`src/rtl/regfile_write_arbiter.sv`:
```
// Two-requester write arbiter in front of a register file.
//
// Each requester has a one-entry pending buffer. Buffered writes are granted
// one per cycle. When both buffers are pending, a round-robin pointer picks
// the requester that was not granted most recently. The granted write is
// issued to the register file as a registered write.
//
// Ports
//   clk, reset_n                       clock, asynchronous active-low reset
//   reqN_valid/addr/data (N = 0, 1)    write request from requester N
//   reqN_ready                         requester N may transfer this cycle
//   stall                              blocks all grants while high
//   regwrite/writeaddr/writedata       registered write port to the regfile
//   zero_drop                          one-cycle pulse: a granted write to r0
//                                      was suppressed
module regfile_write_arbiter #(
    parameter int DATA_W = 32,
    parameter int ADDR_W = 5
) (
    input  logic              clk,
    input  logic              reset_n,
    input  logic              req0_valid,
    input  logic [ADDR_W-1:0] req0_addr,
    input  logic [DATA_W-1:0] req0_data,
    output logic              req0_ready,
    input  logic              req1_valid,
    input  logic [ADDR_W-1:0] req1_addr,
    input  logic [DATA_W-1:0] req1_data,
    output logic              req1_ready,
    input  logic              stall,
    output logic              regwrite,
    output logic [ADDR_W-1:0] writeaddr,
    output logic [DATA_W-1:0] writedata,
    output logic              zero_drop
);

    logic [1:0]             r_pend;
    logic [1:0][ADDR_W-1:0] r_addr;
    logic [1:0][DATA_W-1:0] r_data;
    logic                   r_rr;      // requester to favour on contention

    logic [1:0]             w_grant;
    logic [1:0]             w_ready;
    logic [1:0]             w_xfer;
    logic [1:0][ADDR_W-1:0] w_in_addr;
    logic [1:0][DATA_W-1:0] w_in_data;
    logic [ADDR_W-1:0]      w_gaddr;
    logic [DATA_W-1:0]      w_gdata;

    assign w_in_addr = {req1_addr, req0_addr};
    assign w_in_data = {req1_data, req0_data};

    always_comb begin
        w_grant = 2'b00;
        if (!stall) begin
            case (r_pend)
                2'b01:   w_grant = 2'b01;
                2'b10:   w_grant = 2'b10;
                2'b11:   w_grant = r_rr ? 2'b10 : 2'b01;
                default: w_grant = 2'b00;
            endcase
        end
    end

    // A buffer that drains this cycle can refill at the same edge, which is
    // what gives one write per cycle from a single busy requester.
    assign w_ready    = ~r_pend | w_grant;
    assign w_xfer     = {req1_valid, req0_valid} & w_ready;
    assign req0_ready = w_ready[0];
    assign req1_ready = w_ready[1];

    assign w_gaddr = w_grant[1] ? r_addr[1] : r_addr[0];
    assign w_gdata = w_grant[1] ? r_data[1] : r_data[0];

    always_ff @(posedge clk or negedge reset_n) begin
        if (!reset_n) begin
            r_pend <= '0;
            r_addr <= '0;
            r_data <= '0;
        end else begin
            for (int i = 0; i < 2; i++) begin
                if (w_xfer[i]) begin
                    r_pend[i] <= 1'b1;
                    r_addr[i] <= w_in_addr[i];
                    r_data[i] <= w_in_data[i];
                end else if (w_grant[i]) begin
                    r_pend[i] <= 1'b0;
                end
            end
        end
    end

    always_ff @(posedge clk or negedge reset_n) begin
        if (!reset_n) begin
            r_rr      <= 1'b0;
            regwrite  <= 1'b0;
            zero_drop <= 1'b0;
            writeaddr <= '0;
            writedata <= '0;
        end else if (|w_grant) begin
            // Point at whichever requester was not just granted.
            r_rr      <= w_grant[0];
            regwrite  <= (w_gaddr != '0);
            zero_drop <= (w_gaddr == '0);
            writeaddr <= w_gaddr;
            writedata <= w_gdata;
        end else begin
            regwrite  <= 1'b0;
            zero_drop <= 1'b0;
        end
    end

endmodule

```
`config.mk`:
```
export PLATFORM = sky130hd
export DESIGN_NAME = regfile_write_arbiter
export DESIGN_NICKNAME = d
export VERILOG_FILES = /design/src/rtl/regfile_write_arbiter.sv
export SDC_FILE = /design/constraint.sdc
export NUM_CORES = 1
export LEC_CHECK = 0
export BUFFER_PORTS_ARGS = -buffer_cell sky130_fd_sc_hd__buf_4
export CORE_MARGIN = 10
export CORE_UTILIZATION = 57
export CTS_CLUSTER_SIZE = 40
export DETAILED_ROUTE_END_ITERATION = 8
export GPL_TIMING_DRIVEN = 1
export PLACE_DENSITY = 0.89
export SETUP_SLACK_MARGIN = 0.4
export SLEW_MARGIN = 40
export SYNTH_ARGS = -nofsm -noshare
export SYNTH_HDL_FRONTEND = slang
export SYNTH_SLANG_ARGS = --single-unit
```
`constraint.sdc`:
```
create_clock -name clk -period 4.2 [get_ports clk]
set_input_delay 1.05 -clock clk [delete_from_list [all_inputs] [get_ports clk]]
set_output_delay 1.05 -clock clk [all_outputs]
set_load 0.005 [all_outputs]
```
==> metrics.md <==
| Metric | Value |
|---|---|
| Routed WL | 12600 µm |
| Internal Power | 0.00326 W |
| Post-CTS Resized | 0 |
| Status | complete, no violations |
| YS warnings | 0 |
| Post-DP HPWL | 8040 µm |
| Syn_nets | 440 |
| Via/cell ratio | 5.82 |
| Layout area overhead | 31.3% |
| Clock Path Buffers | 2 |
| WL per Instance | 21.1 µm |
| Clk pwr share | 30.6% |
| Number of global-route vias before repair | 3918 |
| NetSw | 0.00132 W |
| CTS tree | built |
| Register share of total power | 41.4% |
| Tcrit/Tclk final | 68.2% |
| Max Cap Violations | 0 |
| Most frequent cells in the layout | buf_4, dfrtp_1, mux2_2 |
| Kind of critical path | in -> out |
| Worst Skew | 0.00990 ns |
| Total gr overflow | 0 |
| Core box area | 8260 µm² |
| Most common cell after layout, fill and taps aside | buf_4 |
| Setup crit start kind | primary input |
| Non-Filler Instances | 597 |
| Crit path max fanout | 8 |
| GRT Total Usage | 20.1% |
| Final Max Slew Viols | 0 |
| FF/Latch Area | 2900 µm² |
| Crit. End Element | output port |
| Reg clk slew, reported paths | 0.05 ns |
| Hold Vio Cnt, Final | 0 |
| Combinational share of power | 28.0% |
| Largest net degree at the start of global routing | 82 |
| Placed Cells incl. Taps | 565 |
| LEAKAGE | 2.87 nW |
| Clk_lat worst skew | 0.50 ns |
| Row cnt | 33 |
| Clk root buf | clkbuf_8 |
| IO Pins | 120 |
| CTS buffer count | 17 |
| Die H | 112 µm |
| Slew of the pin with the lowest slew margin | 0.724 ns |
| Post-route ant nets | 0 |
| #FFs+latches synth | 116 |
| Layout cells sized above 1 | 48.0% |
| Drt pass-1 iters | 4 |
| Main flop type after synthesis | dfrtp_1 |
| Fill cell count | 501 |
| Switching Fraction | 28.9% |
| Inserted Diodes | 0 |
| Distinct cells, synth | 28 |
| Multi-input logic area | 1790 µm² |
| Initial antenna violation count | 0 |
| Synthesized area per cell | 13.5 µm² |
| Final setup viols | 0 |
| Placer Congestion | 0.826 |
| Post-synthesis instance total | 361 |
| H-tree depth | 4 |
| Mapped Area | 4880 µm² |
| Port Buffers | 119 |
| DIE AREA | 12700 µm² |
| Post-synthesis async set-or-reset flop share | 100% |
| Die width | 112 µm |
| VDD IR max | 0.000410 V |
| CTS sink cnt | 116 |
| Fin crit period | 2.86 ns |
| Sum Neg Setup Slack | 0 ns |
| Worst Hold Class | reg -> reg |
| Unrepaired setup endpoints after global routing | false |
| First-pass GRT wire length | 20300 µm |
| Nets | 558 |
| EDFF count, synth | 0 |
| Register area share after synthesis | 59.5% |
| Drt drc | 0 |
| Iter 0 DRT Violations | 168 |
| Power Density | 716 nW/µm² |
| Final hold slack | 0.506 ns |
| FMAX | 0.349 GHz |
| Slew margin rel. | 51.7% |
| Initial Utilization | 59.0% |
| Critical Path RT | 3.15 ns |
| Via count | 3475 |
| Hold_buf cts | 0 |
| Arr. time, crit path | 1.81 ns |
| Post-CTS setup buffer count | 0 |
## worst max-delay path, cell delays in order
cell and delay (ns):
buf_4 0.14, and2b_1 0.29, nand2_1 0.13, nand2_1 0.09, buf_4 0.11
## Yosys cell counts (3+ instances only)
library cell | n | area, µm²
clkbuf_1 | 14 | 52.6
nand2b_1 | 5 | 31.3
nand2_1 | 3 | 11.3
buf_12 | 3 | 60.1
dfrtp_1 | 116 | 2900
mux2_2 | 44 | 495
buf_4 | 4 | 30.0
nor2_1 | 39 | 146
nor3_1 | 32 | 160
o32ai_1 | 32 | 280
nand3_1 | 5 | 25.0
buf_2 | 7 | 35.0
mux2_4 | 30 | 450
o21ai_0 | 7 | 35.0
a31oi_1 | 5 | 31.3
## state kept, by name, summed over array words and instances, names as in the netlist
signal and count:
r_data 64, r_addr 10, r_pend 2, r_rr 1, writeaddr 5, writedata 32
zero_drop 1, regwrite 1
## path summary, 6_finish.rpt
check	startpoint	depth (start not counted)	slack [ns]	end
max	stall	5	1.34	req1_ready
min	r_data[29]	1	0.51	r_data[29]
max reg2reg	r_pend[0]	4	2.11	r_addr[8]
min reg2reg	r_data[29]	1	0.51	r_data[29]
max in group asynchronous	reset_n	2	2.85	r_data[44]
min in group asynchronous	reset_n	1	0.57	r_data[25]
## per-layer routing
| metal | routed length, µm | track usage, % | vias to the layer above |
|---|---|---|---|
| met3 | 689 | 5.96 | 24 |
| met5 | 0 | 0 | - |
| met4 | 236 | 8.29 | 0 |
| met1 | 5220 | 24.4 | 1765 |
| met2 | 6440 | 32.7 | 127 |
| li1 | - | - | 1559 |
## power groups by stage
stage / Sequential, W / Clock, W / Combinational, W
floorplan: 0.00182 / 0 / 0.000772
global placement: 0.00186 / 0 / 0.00121
detailed placement: 0.00188 / 0 / 0.00128
CTS: 0.00189 / 0.00142 / 0.00130
global route: 0.00195 / 0.00148 / 0.00140
finish: 0.00190 / 0.00140 / 0.00128
## area by class of cell
cell class | count | area share (%)
inverter | 2 | 0.117
multi-input combinational | 215 | 28.0
tap | 105 | 2.05
sequential | 116 | 45.3
clock inverter | 11 | 2.07
clock buffer | 21 | 7.02
timing repair buffer | 127 | 15.4
## through the flow
stage                     worst slack [ns]  total power [W]  util, %  area (µm²)
after floorplan                       1.66          0.00259        -        4880
after global placement                1.38          0.00307     69.8        5770
after global routing                  1.27          0.00483     77.5        6400
after detailed placement              1.35          0.00316     70.5        5820
final                                 1.34          0.00458     77.5        6400
after CTS                             1.35          0.00461     77.5        6400
## logic make-up after synthesis
family	Yosys count	share of synthesized area [%]
flip-flops	116	59.5
multiplexers	74	19.4
AO/OA/AOI/OAI	51	8.67
AND/OR/NAND/NOR	90	8.60
buffers and inverters	30	3.80
(Power assumes the default switching activity.)
